===== src/rtl/vga_draw.sv =====
// vga_draw: 640x480@60Hz VGA timing plus snake-game pixel renderer.
//   Draws a 40x30 grid of 16x16 cells: white border, red food at (30,15),
//   and a 4-cell green snake in row 15 that advances once per frame after
//   trigger has been seen.
// Ports:
//   clk       in   25 MHz pixel clock, rising edge
//   reset     in   asynchronous, active-high
//   trigger   in   starts snake motion (sticky)
//   red_o     out  red pixel
//   grn_o     out  green pixel
//   blu_o     out  blue pixel
//   h_sync_o  out  horizontal sync, active low
//   v_sync_o  out  vertical sync, active low
module vga_draw #(
   parameter int H_VIS  = 640,
   parameter int H_FP   = 16,
   parameter int H_SYNC = 96,
   parameter int H_BP   = 48,
   parameter int V_VIS  = 480,
   parameter int V_FP   = 10,
   parameter int V_SYNC = 2,
   parameter int V_BP   = 33
) (
   input  logic clk,
   input  logic reset,
   input  logic trigger,
   output logic red_o,
   output logic grn_o,
   output logic blu_o,
   output logic h_sync_o,
   output logic v_sync_o
);

   localparam logic [9:0] H_LAST  = 10'(H_VIS + H_FP + H_SYNC + H_BP - 1);
   localparam logic [9:0] V_LAST  = 10'(V_VIS + V_FP + V_SYNC + V_BP - 1);
   localparam logic [9:0] H_VEND  = 10'(H_VIS);
   localparam logic [9:0] V_VEND  = 10'(V_VIS);
   localparam logic [9:0] HS_BEG  = 10'(H_VIS + H_FP);
   localparam logic [9:0] HS_END  = 10'(H_VIS + H_FP + H_SYNC - 1);
   localparam logic [9:0] VS_BEG  = 10'(V_VIS + V_FP);
   localparam logic [9:0] VS_END  = 10'(V_VIS + V_FP + V_SYNC - 1);

   logic [9:0] hc, vc;
   logic [5:0] head;
   logic       running;

   // Counters
   always_ff @(posedge clk or posedge reset) begin
      if (reset) begin
         hc <= '0;
         vc <= '0;
      end else if (hc == H_LAST) begin
         hc <= '0;
         vc <= (vc == V_LAST) ? 10'd0 : vc + 10'd1;
      end else begin
         hc <= hc + 10'd1;
      end
   end

   // Snake motion happens at the first blanking clock, so every visible
   // frame is drawn with a single head position.
   logic update;
   assign update = (hc == 10'd0) && (vc == V_VEND);

   always_ff @(posedge clk or posedge reset) begin
      if (reset) begin
         running <= 1'b0;
         head    <= 6'd10;
      end else begin
         if (trigger) running <= 1'b1;
         // running is the pre-edge value: a trigger on the update clock
         // does not move the snake that frame.
         if (update && running) head <= (head == 6'd38) ? 6'd1 : head + 6'd1;
      end
   end

   // Pixel decode
   logic [5:0] cx;
   logic [4:0] cy;
   logic       visible, border, food, snake;
   logic [6:0] col;

   assign cx      = hc[9:4];
   assign cy      = vc[8:4];
   assign visible = (hc < H_VEND) && (vc < V_VEND);
   assign border  = (cx == 6'd0) || (cx == 6'd39) || (cy == 5'd0) || (cy == 5'd29);
   assign food    = (cx == 6'd30) && (cy == 5'd15);

   // Body cell k sits at head-k, wrapped into the interior 1..38.
   // head+38-k is always >= 36, so one conditional subtract wraps it.
   always_comb begin
      snake = 1'b0;
      col   = '0;
      for (int k = 0; k < 4; k++) begin
         col = {1'b0, head} + 7'd38 - 7'(k);
         if (col > 7'd38) col = col - 7'd38;
         if ((cy == 5'd15) && (col[5:0] == cx)) snake = 1'b1;
      end
   end

   // Output stage: sync and colour registered together so they stay aligned.
   always_ff @(posedge clk or posedge reset) begin
      if (reset) begin
         red_o    <= 1'b0;
         grn_o    <= 1'b0;
         blu_o    <= 1'b0;
         h_sync_o <= 1'b1;
         v_sync_o <= 1'b1;
      end else begin
         red_o    <= visible & (border | (food & ~snake));
         grn_o    <= visible & (border | snake);
         blu_o    <= visible & border;
         h_sync_o <= ~((hc >= HS_BEG) && (hc <= HS_END));
         v_sync_o <= ~((vc >= VS_BEG) && (vc <= VS_END));
      end
   end

endmodule


===== config.mk =====
export PLATFORM = sky130hd
export DESIGN_NAME = vga_draw
export DESIGN_NICKNAME = d
export VERILOG_FILES = /design/src/rtl/vga_draw.sv
export SDC_FILE = /design/constraint.sdc
export NUM_CORES = 1
export LEC_CHECK = 0
export CAP_MARGIN = 20
export CORE_MARGIN = 2
export CORE_UTILIZATION = 30
export CTS_BUF_LIST = sky130_fd_sc_hd__clkbuf_4 sky130_fd_sc_hd__clkbuf_8
export CTS_CLUSTER_SIZE = 16
export DETAILED_ROUTE_END_ITERATION = 10
export SLEW_MARGIN = 20
export SYNTH_ARGS = -nofsm -noshare
export SYNTH_HDL_FRONTEND = slang
export SYNTH_SLANG_ARGS = --single-unit

===== constraint.sdc =====
create_clock -name clk -period 10.7 [get_ports clk]
set_input_delay 1.07 -clock clk [delete_from_list [all_inputs] [get_ports clk]]
set_output_delay 1.07 -clock clk [all_outputs]
set_load 0.02 [all_outputs]

==> results_dict.tcl <==
set metrics [dict create \
    maxSlewHeadroom 0.425 \
    cts.sinks 32 \
    cts_hold_buffers 0 \
    rsz0062_at_grt "no" \
    setup_viol 0 \
    ioPinCount 8 \
    globalRouteOverflowTotal 0 \
    crit_family "compound AO/OA/AOI/OAI gates" \
    row_count 37 \
    synth_cell_type_count 69 \
    syn_nets 402 \
    cts_resized 0 \
    antenna_left 0 \
    vias 2776 \
    initialDrtViolationCount 119 \
    rr_startpoint "head[1]" \
    synth_warnings 0 \
    fin_setup_tns_ps 0 \
    cts_setup_buffers 0 \
    async_reset_ff_frac 1.00 \
    crit_chain "inv_1, ha_1, xnor2_4, nor3_1, nand4b_1, a221oi_2, or2_1, o311ai_0, o211a_1, a311o_1, a21o_1" \
    fmax_ghz 0.242 \
    multiInputGateArea_sq_um 2190 \
    fin_crit_sh 0.386 \
    grt_max_degree 33 \
    tritoncts "built" \
    drt_wl_total_um 7400 \
    yosysSeqAreaShare 0.253 \
    seq_area_sq_um 806 \
    hpwl_um 5370 \
    ir_worst_vdd_mv 0.0856 \
    cp_num_cells 11 \
    arrival_ps 4300 \
    critPathLaunch "head[1]" \
    drv_slew 0 \
    critPathMaxFanout 23 \
    critPathKind "reg2reg" \
    antenna_found_initial 0 \
    core-area_sq_um 10300 \
    synth-seq-cells 32 \
    reg2reg_to "grn_o" \
    maxCapViolCount 0 \
    tightest_slew_ps 860 \
    critPathBufInv 1 \
    holdCritPathClass "reg2reg" \
    cts-root-buf "clkbuf_8" \
    synth_top_area_share 0.220 \
    leakagePower_nw 1.33 \
    die-height_um 107 \
    worstHoldStart "running" \
    final.min_clock_period_ps 4130 \
    die_w_um 107 \
    final_core_util 0.331 \
    worstSetupStartpointType "flop" \
    largestRegisters "hc x10, vc x10, head x6" \
    crit_end "grn_o" \
    yosys.area.top_type "dfrtp_1" \
    run_status "finished clean" \
    drive_gt1_frac 0.0777 \
    initial_core_util 0.308 \
    ff2ff_setup_slack_ps 6570 \
    wire_per_inst_um 14.5 \
    syn_inst 384 \
    numCtsBuffers 5 \
    synth_area_leaders "dfrtp_1, xnor2_1, ha_1" \
    fin_skew_ps 9.76 \
    firstDrtPassIters 5 \
    portBuffers 7 \
    ctsHtreeMaxLevel 2 \
    avgSynthCellArea_sq_um 8.28 \
    grt_usage 0.136 \
    clk_pin_slew_ps 60 \
    slowest_delay_ps 790 \
    reg2reg_depth 11 \
    netlist_area_sq_um 3180 \
    crit_required_ps 10870 \
    grt_pass1_wl_um 12800 \
    ys.flop_type "dfrtp_1" \
    hold_violations 0 \
    drcViolationCount 0 \
    power_density_nw_per_um2 66.7 \
    fin_nets 390 \
    crit_slowest_cell "dfstp_2" \
    area_growth_pct 7.36 \
    synth_edf_count 0 \
    crit_path_end_kind "flop" \
    clkLatencyLatePin_ps 280 \
    vias_per_cell 5.45 \
    grt_pass1_vias 2749 \
    clockBufferDepth 2 \
    die_area_sq_um 11400 \
    routabilityCongestion 0.938 \
    diodes 0 \
    fillers 1086 \
]
-- worst min-delay path by stage --
stage,end,cells past startpoint
after detailed placement,running,1
after global routing,running,1
after CTS,running,1
final,running,1
after floorplan,running,1
after global placement,hc[0],1
-- routing by layer --
metal,part of all wire,track usage,routed length [um],up-vias
met1,0.47,0.176,3480,1334
met4,0.026,0.0668,191,0
met5,0,0,0,-
li1,-,-,-,1362
met3,0.032,0.0188,238,14
met2,0.47,0.222,3490,66
-- where the power goes --
group	leakage (nW)	total (W)	internal [W]	switching (W)
clock network	0.0549	0.000103	0.0000612	0.0000423
logic	0.879	0.00000324	0.000000896	0.00000234
registers	0.398	0.000121	0.000121	0.00000000000000000000560
-- cells by family (layout without fill, tap and decap cells) --
group	after synthesis	count (layout)	synth area share
multiplexers	9	9	0.0295
adder cells (fa/ha/maj)	15	15	0.0590
buffers and inverters	44	33	0.0571
AND/OR/NAND/NOR	146	146	0.250
XOR/XNOR	50	50	0.158
AO/OA/AOI/OAI	88	88	0.193
flip-flops	32	32	0.253
-- Yosys cell counts, types with 3 or more instances --
library cell / instances
nand3_1: 7
a21oi_1: 13
a32o_1: 3
xor2_1: 14
or4_1: 3
and3_1: 7
nand2b_1: 3
or3_1: 3
nor4bb_1: 3
o31ai_1: 7
buf_1: 4
and2_1: 5
ha_1: 15
inv_1: 17
a211oi_1: 4
clkbuf_1: 15
nand2_1: 34
o21ai_0: 24
nor3_1: 17
nand3b_1: 3
a31oi_1: 4
buf_2: 7
mux2i_1: 6
o211ai_1: 5
mux2_2: 3
xnor2_1: 32
nor3b_1: 5
nor2_1: 28
dfrtp_1: 28
nand4_1: 12
dfstp_2: 4
-- cells in the final DEF, fill, tap and decap left out, types with 3 or more instances in the layout --
cell             netlist  routed
mux2_2                 3       3
nor3_1                17      17
ha_1                  15      15
o211ai_1               5       5
inv_1                 17      17
dfrtp_1               28      28
o31ai_1                7       7
and2_1                 5       5
nand4_1               12      12
or4_1                  3       3
or3_1                  3       3
nand3b_1               3       3
nand2b_1               3       3
clkdlybuf4s50_1        0       7
nor4bb_1               3       3
xnor2_1               32      32
nand3_1                7       7
xor2_1                14      14
and3_1                 7       7
a31oi_1                4       4
nor2_1                28      28
clkbuf_8               0       7
a21oi_1               13      13
mux2i_1                6       6
dfstp_2                4       4
a211oi_1               4       4
nor3b_1                5       5
a32o_1                 3       3
o21ai_0               24      24
nand2_1               34      34
-- cell type report --
| class | instances | area share |
|---|---|---|
| flip-flops and latches | 32 | 0.236 |
| multi-input cells | 308 | 0.642 |
| inverters | 17 | 0.0187 |
| repair buffers | 8 | 0.0227 |
| clock buffers | 8 | 0.0304 |
| well taps | 136 | 0.0499 |
-- metrics by stage --
step | power (W) | cells | hold slack, ps | instance area (sq um) | setup slack (ps)
final | 0.000228 | 509 | 497 | 3410 | 6570
after floorplan | 0.000125 | 384 | 431 | 3180 | 6990
after global routing | 0.000237 | 509 | 510 | 3410 | 6220
after detailed placement | 0.000127 | 501 | 492 | 3310 | 6640
after global placement | 0.000127 | 501 | 479 | 3310 | 6790
after CTS | 0.000233 | 509 | 507 | 3410 | 6620
-- worst register-to-register path: cells and delay by family (launching register included) --
family,cells,cell delay [ps]
AO/OA/AOI/OAI,5,1360
AND/OR/NAND/NOR,3,920
flip-flops,1,790
adder cells (fa/ha/maj),1,490
XOR/XNOR,1,290
buffers and inverters,1,200
Note: power is estimated with default switching activity, not from simulation.
